`config.mk`:
```
export PLATFORM = sky130hd
export DESIGN_NAME = id_hazard_ctrl
export DESIGN_NICKNAME = d
export VERILOG_FILES = /design/src/rtl/mips_pkg.sv /design/src/rtl/haz_perf_cnt.sv /design/src/rtl/id_hazard_ctrl.sv
export SDC_FILE = /design/constraint.sdc
export NUM_CORES = 1
export LEC_CHECK = 0
export CORE_UTILIZATION = 37
export CTS_CLUSTER_DIAMETER = 120
export CTS_CLUSTER_SIZE = 30
export DETAILED_ROUTE_END_ITERATION = 7
export PLACE_DENSITY = 0.93
export SLEW_MARGIN = 5
export SYNTH_ARGS = -nofsm -noshare
export SYNTH_HDL_FRONTEND = slang
export SYNTH_SLANG_ARGS = --single-unit
```
`constraint.sdc`:
```
create_clock -name clk -period 2.79 [get_ports clk]
set_clock_uncertainty 0.1 [all_clocks]
set_input_delay 0.837 -clock clk [delete_from_list [all_inputs] [get_ports clk]]
set_output_delay 0.837 -clock clk [all_outputs]
set_load 0.02 [all_outputs]
```
`src/rtl/mips_pkg.sv`:
```
// Shared types and constants for the MIPS core control blocks.
// Latency: n/a (declarations only).
// Backpressure: n/a.
package mips_pkg;

  // Default register-number width (32 architectural registers)
  localparam int REG_ADDR_W_DFLT = 5;

  // $zero is hard-wired, so it can never carry a load-use dependency
  localparam int ZERO_REG = 0;

  // Hazard controller state: normal flow, or frozen behind a busy data memory
  typedef enum logic {
    RUN      = 1'b0,
    MEM_WAIT = 1'b1
  } haz_state_t;

endpackage

```
`src/rtl/haz_perf_cnt.sv`:
```
// Free-running wrapping event counter with enable.
// Latency: count reflects an enabled cycle after the following rising edge.
// Backpressure: none; wraps modulo 2^W.
module haz_perf_cnt #(
  parameter int W = 16
) (
  input  logic         clk,
  input  logic         rst,
  input  logic         en,
  output logic [W-1:0] count
);

  // Count enabled cycles; natural overflow gives the modulo wrap
  always_ff @(posedge clk or negedge rst) begin
    if (!rst) begin
      count <= '0;
    end else if (en) begin
      count <= count + W'(1);
    end
  end

endmodule

```
`src/rtl/id_hazard_ctrl.sv`:
```
// Load-use stall, branch flush and memory-busy freeze controller for the 5-stage pipe.
// Latency: stall/flush/hold act combinationally in the cycle their inputs appear.
// Backpressure: mem_busy freezes everything; a branch seen while frozen is replayed on the first free cycle.
// Optional perf counters are built only when HAZ_PERF_EN is defined; otherwise the ports read 0.
module id_hazard_ctrl
  import mips_pkg::*;
#(
  parameter int REG_ADDR_W = REG_ADDR_W_DFLT,
  parameter int MAX_WAIT   = 64,
  parameter int PERF_W     = 16
) (
  input  logic                  clk,
  input  logic                  rst,
  input  logic                  id_valid,
  input  logic [REG_ADDR_W-1:0] id_rs,
  input  logic [REG_ADDR_W-1:0] id_rt,
  input  logic                  id_uses_rt,
  input  logic                  ex_memread,
  input  logic [REG_ADDR_W-1:0] ex_rt,
  input  logic                  ex_branch_taken,
  input  logic                  mem_busy,
  output logic                  pc_write,
  output logic                  ifid_write,
  output logic                  id_bubble,
  output logic                  if_flush,
  output logic                  pipe_hold,
  output logic                  wait_err,
  output logic [PERF_W-1:0]     perf_stall,
  output logic [PERF_W-1:0]     perf_flush
);

  // One extra bit so the counter can hold MAX_WAIT itself
  localparam int             CNT_W   = $clog2(MAX_WAIT) + 1;
  localparam logic [CNT_W-1:0] CNT_MAX = CNT_W'(MAX_WAIT);

  haz_state_t       state, state_nxt;
  logic             flush_pend, flush_pend_nxt;
  logic [CNT_W-1:0] wait_cnt, wait_cnt_nxt;
  logic             lu;
  logic             flush;

  // Load-use: a load in EX writes a register the ID instruction reads
  always_comb begin
    lu = id_valid && ex_memread && (ex_rt != REG_ADDR_W'(ZERO_REG)) &&
         ((ex_rt == id_rs) || (id_uses_rt && (ex_rt == id_rt)));
  end

  // Priority decode of pipeline controls; outputs held low while in reset
  always_comb begin
    pc_write       = 1'b0;
    ifid_write     = 1'b0;
    id_bubble      = 1'b0;
    if_flush       = 1'b0;
    pipe_hold      = 1'b0;
    state_nxt      = state;
    flush_pend_nxt = flush_pend;
    flush          = ex_branch_taken || ((state == MEM_WAIT) && flush_pend);
    if (rst) begin
      if (mem_busy) begin
        // Freeze; remember a taken branch so it is not lost while frozen
        pipe_hold = 1'b1;
        state_nxt = MEM_WAIT;
        if (ex_branch_taken) begin
          flush_pend_nxt = 1'b1;
        end
      end else if (flush) begin
        // Flush beats load-use: the dependent instruction is squashed anyway
        pc_write       = 1'b1;
        ifid_write     = 1'b1;
        if_flush       = 1'b1;
        id_bubble      = 1'b1;
        flush_pend_nxt = 1'b0;
        state_nxt      = RUN;
      end else if (lu) begin
        id_bubble = 1'b1;
        state_nxt = RUN;
      end else begin
        pc_write   = 1'b1;
        ifid_write = 1'b1;
        state_nxt  = RUN;
      end
    end
  end

  // Watchdog count: cleared on entry to MEM_WAIT, saturating while there
  always_comb begin
    wait_cnt_nxt = wait_cnt;
    if ((state == RUN) && mem_busy) begin
      wait_cnt_nxt = '0;
    end else if ((state == MEM_WAIT) && (wait_cnt != CNT_MAX)) begin
      wait_cnt_nxt = wait_cnt + CNT_W'(1);
    end
  end

  // State, pending flush, watchdog and sticky error registers
  always_ff @(posedge clk or negedge rst) begin
    if (!rst) begin
      state      <= RUN;
      flush_pend <= 1'b0;
      wait_cnt   <= '0;
      wait_err   <= 1'b0;
    end else begin
      state      <= state_nxt;
      flush_pend <= flush_pend_nxt;
      wait_cnt   <= wait_cnt_nxt;
      if (wait_cnt_nxt == CNT_MAX) begin
        wait_err <= 1'b1;
      end
    end
  end

`ifdef HAZ_PERF_EN
  // A bubble without a flush is exactly a priority-3 load-use stall
  logic stall_evt;
  assign stall_evt = id_bubble & ~if_flush;

  haz_perf_cnt #(.W(PERF_W)) u_stall_cnt (
    .clk   (clk),
    .rst   (rst),
    .en    (stall_evt),
    .count (perf_stall)
  );

  haz_perf_cnt #(.W(PERF_W)) u_flush_cnt (
    .clk   (clk),
    .rst   (rst),
    .en    (if_flush),
    .count (perf_flush)
  );
`else
  assign perf_stall = '0;
  assign perf_flush = '0;
`endif

endmodule

```
==> summary by stage, run 1 <==
Finish
The finished layout holds 180 standard cells, fillers aside. Of the cells placed in the final design, the portion with a size suffix greater than 1 is 0.293. The library cell used most frequently in the layout, excluding fill and tap cells, is conb_1. The post-layout utilization of the core is 0.515.

The final antenna diode count is 0. Compared with the post-synthesis result, the final layout area differs by 32.0%. The library cells used most frequently in the layout, excluding fill and tap cells, are conb_1, buf_4, dfrtp_1. With fillers left out, the area of the finished cells amounts to about 1300 sq um. The number of nets in the layout is 175.

Outcome
The flow ran to the end, but the final reports show violations. The checks that failed: setup timing.

Synth
Synthesis produced a netlist whose cell count is roughly 110. The post-synthesis sequential element count is 10. By area the synthesized netlist is led by dfrtp_1, buf_4, xnor2_1. The leading register cell type out of synthesis is dfrtp_1. Of the total synthesized cell area, the portion taken by AND, OR, NAND and NOR gates is 0.145. The count of flip-flops with a built-in enable after synthesis is 0.

The post-synthesis adder-cell area fraction is 0.0261. A synthesized cell averages ~8.5 sq um. The proportion of register bits with asynchronous set or reset after synthesis is 1.00. The dominant combinational cell family by area after synthesis is buffers and inverters. The share of the synthesized area in the top cell type is 0.261. Measured against the total synthesized area, the mux share comes to 0.0235. Of the total synthesized cell area, the portion taken by XOR and XNOR cells is 0.110. The compound-gate portion of the synthesized area is 0.144. The Yosys step of the flow raised 0 warnings.

Summed over all instances, the cell type with the most area after synthesis is dfrtp_1. The synthesized netlist occupies a cell area of 957 sq um. The number of different library cells used by synthesis comes to 31. The share of the Yosys chip area taken by registers is 0.261.

Floorplanning
The starting density of the core is 0.390. The floorplan die width is around 53 microns. The area of the placeable core is roughly 2500 sq um.

For this design the top-level I/O count stands at 60. The number of rows in the core area is 18. The die is about 53 microns tall. The die covers about 2800 sq um.

GRT
The number of global-route vias before repair was 754. The first global-routing pass estimated roughly 3200 microns of wire. In the global route stage, overall resource usage came out at 0.154.

Entering global routing, the biggest net connects 14 pins. The global route total overflow is 0. The number of antenna violations at the first check in global routing is 0.

Timing
Setup slack on the critical path of the routed design comes to -135 ps. For this run, the top clock speed supported by timing is around 340 MHz. The count of endpoints failing hold in the final timing report is 0. The worst hold slack across all endpoints is slightly above 400 ps. The final worst-path cycle share is 1.05. After layout, the minimum clock period comes to just under 3000 ps. The number of failing setup endpoints in the final timing report is 3. The final number of max-transition violations is 0. Setup repair after global routing could not meet its margin everywhere.

Pwr
The leakage power figure is between 0.6 and 0.7 nW. The peak ir drop on the vdd network is 206 uV. Dividing total power by cell area gives a power density of about 440 nW/um^2.

Placed design
Port buffering added 27 buffers. The congestion estimate from routability-driven global placement came to 0.843. Detailed placement finished with a half-perimeter wire length of approximately 1600 microns. Summing all placed instances gives a cell area of approximately 1200 sq um. The count of placed standard cells including taps is about 180.

Clock network
The insertion delay of the later-clocked pin in the worst-skew pair is approximately 270 ps. After clock tree synthesis, the clock-pin slew on the worst setup and hold paths is around 70 ps. The TritonCTS sink count is 10. In this run the number of H-tree levels came out at 1. Counting the buffers created by CTS gives 3. No sink is reached through more buffers than the 2 on the longest clock path. The clock tree root driver cell is clkbuf_4. The number of buffers added to fix hold violations after cts is 0. TritonCTS built the clock tree.

Worst setup path
STA puts the critical path data required time at roughly 1900 ps. Of all nets on the critical path, the largest fanout is 2. The classification of the worst setup path is input port to output pin. At the worst endpoint, the arrival time is approximately 2000 ps. The type of destination of the critical path is an output pin. The startpoint type of the worst setup path is an input port.

Flow run
Max-cap violations in this run came to 0.

Drt
The routed layout has ~810 vias. In the final routed layout, each cell accounts on average for between 10 and 15 microns. The detailed router's first-iteration violation count is 14.

The count of nets left with antenna violations after detail routing is 0. The final wirelength is roughly 2000 microns. The pre-antenna-repair detailed-routing pass consisted of 4 iterations.

In the routed layout, each cell is associated on average with a via count of about 4.5. For this run, design rule violations remaining after detail routing come to 0.

Worst hold path
The worst hold path belongs to the class flop to flop.
## worst max-delay path, cell delays in order
cell and delay, ps:
buf_6 100, or4_4 530, o2111ai_4 220, a31o_4 190, buf_6 110
## report_power, final
group          switching [mW]  internal (mW)  total, mW
registers              0.0336          0.165      0.199
clock network          0.0551         0.0793      0.134
logic                   0.127          0.101      0.228
## final timing paths
| kind | start | to | slack (ps) | cells past startpoint |
|---|---|---|---|---|
| hold reg to reg | wait_cnt[6]$_DFF_PN0_ | wait_cnt[6]$_DFF_PN0_ | 400 | 1 |
| setup reg to reg | wait_cnt[0]$_DFF_PN0_ | wait_err$_DFFE_PN0N_ | 860 | 6 |
| min in group asynchronous | rst | wait_cnt[2]$_DFF_PN0_ | 950 | 3 |
| setup / recovery | ex_rt[1] | pc_write | -130 | 5 |
| max in group asynchronous | rst | wait_cnt[1]$_DFF_PN0_ | 1490 | 3 |
| hold / removal | wait_cnt[6]$_DFF_PN0_ | wait_cnt[6]$_DFF_PN0_ | 400 | 1 |
## cells by family (layout without fill, tap and decap cells)
family                     Yosys count  in the layout
buffers and inverters               40             46
adders and majority gates            2              2
xor gates and xnor gates            12             12
muxes                                2              2
other                                1             32
and+or+nand+nor                     27             27
DFF                                 10             10
AOI/OAI and AO/OA                   19             19
## registers in the layout (all words and copies together) (netlist names)
name        flops
flush_pend      1
wait_cnt        7
wait_err        1
state           1
## stage by stage
step | setup WS [ps] | power, mW | TNS [ps]
global placement | -981 | 0.413 | -3690
detailed placement | -1020 | 0.425 | -3840
finish | -135 | 0.561 | -361
global route | -195 | 0.598 | -538
CTS | -145 | 0.560 | -399
floorplan | -58.2 | 0.373 | -58.2
## cells in the mapped netlist, types with 3 or more instances
master    number
a21oi_1        3
nand2_1        8
nor2_1         5
inv_1          4
o21ai_0        3
clkbuf_1       3
dfrtp_1       10
nand3_1        3
xnor2_1       12
buf_4         33
o31ai_1        4
## routing by layer
layer | GRT usage | vias up | wire length [microns]
met5 | 0 | - | 0
met4 | 0.0570 | 0 | 31
met3 | 0.0144 | 4 | 121
met2 | 0.302 | 38 | 1100
met1 | 0.165 | 374 | 757
li1 | - | 396 | -
## final cells by class
class	count	area, sq um
Sequential cell	10	250
Multi-Input combinational cell	94	611
Timing Repair Buffer	38	314
Clock buffer	4	36.3
Tap cell	30	37.5
Fill cell	230	1190
Inverter	4	15.0
## repair_timing
action / in CTS / in global routing
setup buffers: 0 / 0
endpoints found under the hold margin: 0 / 0
pin swaps: 18 / 7
gates resized for setup: 81 / 11
setup endpoints to repair: 5 / 4
Power figures use the tool's default switching activity.
==> run 2: changes to the inputs <==
==> constraint.sdc (replaced) <==
create_clock -name clk -period 2.79 [get_ports clk]
set_clock_uncertainty 0.1 [all_clocks]
set_input_delay 0.558 -clock clk [delete_from_list [all_inputs] [get_ports clk]]
set_output_delay 0.558 -clock clk [all_outputs]
set_load 0.02 [all_outputs]
==> run 2 against run 1 <==
The flow now finishes without violations. Design area decreased by 3.8%. Clock-buffer cell count down 1. Largest power group unchanged. Register-to-register slack improved by 90 ps. Clock power down 26%. Non-clock buffer count decreased by 4. Highest routed layer unchanged. Die area is the same. Sequential cell count stayed put. Critical endpoint is now ifid_write. First-iteration DRC count down 14%. Sequential share of layout area rose by 0.77 points. Fmax is 8.9% higher. Critical path depth is 2 higher. Largest cell class unchanged.
==> summary by stage, run 2 (synthesized netlist as in run 1, its figures left out) <==
Clock network
The total setup buffers inserted after CTS is 0. The clock-pin transition on the worst setup and hold timing paths is around 60 ps. The insertion delay of the later-clocked pin in the worst-skew pair is between 200 and 300 ps. The number of buffers added to fix hold violations after cts is 0.

The H-tree depth is 1. In this run the deepest clock path goes through 2 buffers. Counting every sink on the clock net gives 10.

The number of CTS-inserted buffers is 3. TritonCTS built the clock tree. The root buffer cell chosen for the clock tree is clkbuf_4.

GRT
The first global-routing pass estimated around 2900 microns of wire. For met2 alone, demand over resource in global routing was 0.230. The largest net degree at the start of global routing is 14. The number of antenna violations at the first check in global routing is 0. The combined global-route utilization of all metal layers is 0.144. The number of global-route vias before repair was between 600 and 700. The busiest layer in global routing is met2. The met1 track demand over resource is 0.179. Summed over all layers, the global routing overflow is 0. In the global route stage, met3 resource usage came out at 0.0172.

Timing
Of the available clock period, the critical path in the final layout requires 0.963. The shortest clock period the worst path allows after layout is between 2000 and 3000 ps. Derived from the worst setup path, the maximum achievable clock frequency is about 370 MHz. Setup slack closes at 103 ps. Setup violations remaining at the end of the flow were counted as 0. Setup repair after global routing left no endpoint under its margin. The final number of max-transition violations was 0.

The count of endpoints failing hold in the final timing report is 0.

Pwr
The leakage power figure is 0.603 nW. IR analysis of the VDD net gives a maximum drop of roughly 190 uV. The total power is between 500 and 600 uW. Power spread over the standard cell area amounts to around 420 nW/um^2.

Worst setup path
The type of destination of the critical path is an output pin. For the worst setup path, the data arrival time is between 2000 and 2500 ps. The startpoint type of the worst setup path is an input port. Data on the critical path is required at its endpoint by around 2100 ps. The top fanout value on the critical path is 2. The setup path with the least slack is of type input port to output pin.

Placed design
The congestion estimate from routability-driven global placement came to 0.833. The count of buffers inserted at the top-level ports is 27. The placement-stage cell area is 1170 sq um. The final HPWL from detailed placement is between 1500 and 2000 microns. In this run, placement finished with an instance count of 172. The worst-case setup slack after placement is -511 ps.

Drt
For this run, the detailed router's first-pass iteration total came to 6. In this run the remaining antenna-violating nets after routing total 0. After detailed routing, the number of remaining DRC violations is 0. The detailed router placed around 810 vias in this run. The detail-routed net length per standard cell is between 10 and 15 microns. The first routing iteration left 12 violations. After detailed routing, the total wire length is slightly below 2000 microns. The number of vias per cell after detailed routing is between 4 and 5.

Finish
The filler cells instantiated in the layout total approximately 240. The ratio of cells with drive above 1 in the final layout is 0.138. In the layout the commonest cells are conb_1, clkdlybuf4s50_1, xnor2_1.

The most frequent standard cell in the layout excluding fill and tap cells is conb_1. Once layout is complete, the utilization of the core stands at 0.495. 0 antenna diodes ended up in the layout. The register with the most flip-flops in the layout has 7 of them. The largest register by flop count is wait_cnt. For this run, the post-layout net count is roughly 170.

The count of non-filler cells in the finished layout is ~180. The layout-stage area growth over the synthesis result is 27.1%. The post-route cell area is ~1200 sq um.

Floorplanning
The die covers around 2800 sq um. The floorplan step set the die height to around 53 microns. The number of rows in the core area is 18.

In this run the standard cell core region covers ~2500 sq um. The count of boundary I/O pins is 60. The floorplan die width is around 53 microns. The initial utilization of the core area, before any placement, comes to 0.390.

Flow run
Max-cap violations in this run came to 0.

Outcome
The flow ran to the end, and the final reports show no timing, DRC or antenna violations.

Worst hold path
The worst hold path belongs to the class flop to flop.
==> run 2: cell types whose count changed in the layout (fill, tap and decap cells not counted), sizes merged <==
cell           before  now
buf                24   10
dlymetal6s2s        0    5
clkdlybuf4s15       3    0
clkdlybuf4s50       6   18
clkbuf              8    3
==> run 2: final timing paths <==
check	from	slack, ps	depth (start not counted)	to
max	id_rt[2]	100	7	ifid_write
min reg2reg	wait_err$_DFFE_PN0N_	370	2	wait_err$_DFFE_PN0N_
min in group asynchronous	rst	530	2	flush_pend$_DFFE_PN0P_
max reg2reg	wait_cnt[0]$_DFF_PN0_	950	6	wait_err$_DFFE_PN0N_
min	wait_err$_DFFE_PN0N_	370	2	wait_err$_DFFE_PN0N_
max in group asynchronous	rst	1780	3	wait_cnt[6]$_DFF_PN0_
==> run 2: cell type report <==
class	instances	area, sq um	share of cell area
Sequential cell	10	250	0.206
Inverter	4	15.0	0.0123
Clock buffer	3	22.5	0.0185
Tap cell	30	37.5	0.0309
Multi-Input combinational cell	94	569	0.468
Timing Repair Buffer	34	322	0.264
==> run 2: metrics by stage <==
stage,setup TNS (ps),hold slack (ps)
2_1_floorplan,0,162
3_3_place_gp,-1220,349
3_5_place_dp,-1470,364
4_1_cts,0,380
5_1_grt,0,416
6_report,0,370
==> run 2: per-layer routing <==
layer  wire length (microns)  vias to the layer above  share of wire
li1                        -                      385              -
met5                       0                        -              0
met2                     968                       36           0.50
met4                      43                        0          0.022
met3                      97                        5          0.050
met1                     823                      381           0.43
==> run 2: worst max-delay path, cell delays in order <==
cell and delay [ps]:
clkdlybuf4s50_1 480, xnor2_1 120, nand4_1 140, o22ai_2 170
o2111ai_2 150, a31o_1 240, buf_2 160
==> run 2: timing repair <==
| item | CTS | global route |
|---|---|---|
| gates resized for setup | 15 | 7 |
| pin swaps | 2 | 3 |
| endpoints found under the setup margin | 3 | 4 |
==> run 2: report_power, final <==
group / internal, mW / leakage [nW] / switching, mW / total (mW)
Combinational: 0.0948 / 0.463 / 0.121 / 0.216
Sequential: 0.165 / 0.126 / 0.0317 / 0.197
Clock: 0.0498 / 0.0138 / 0.0494 / 0.0992
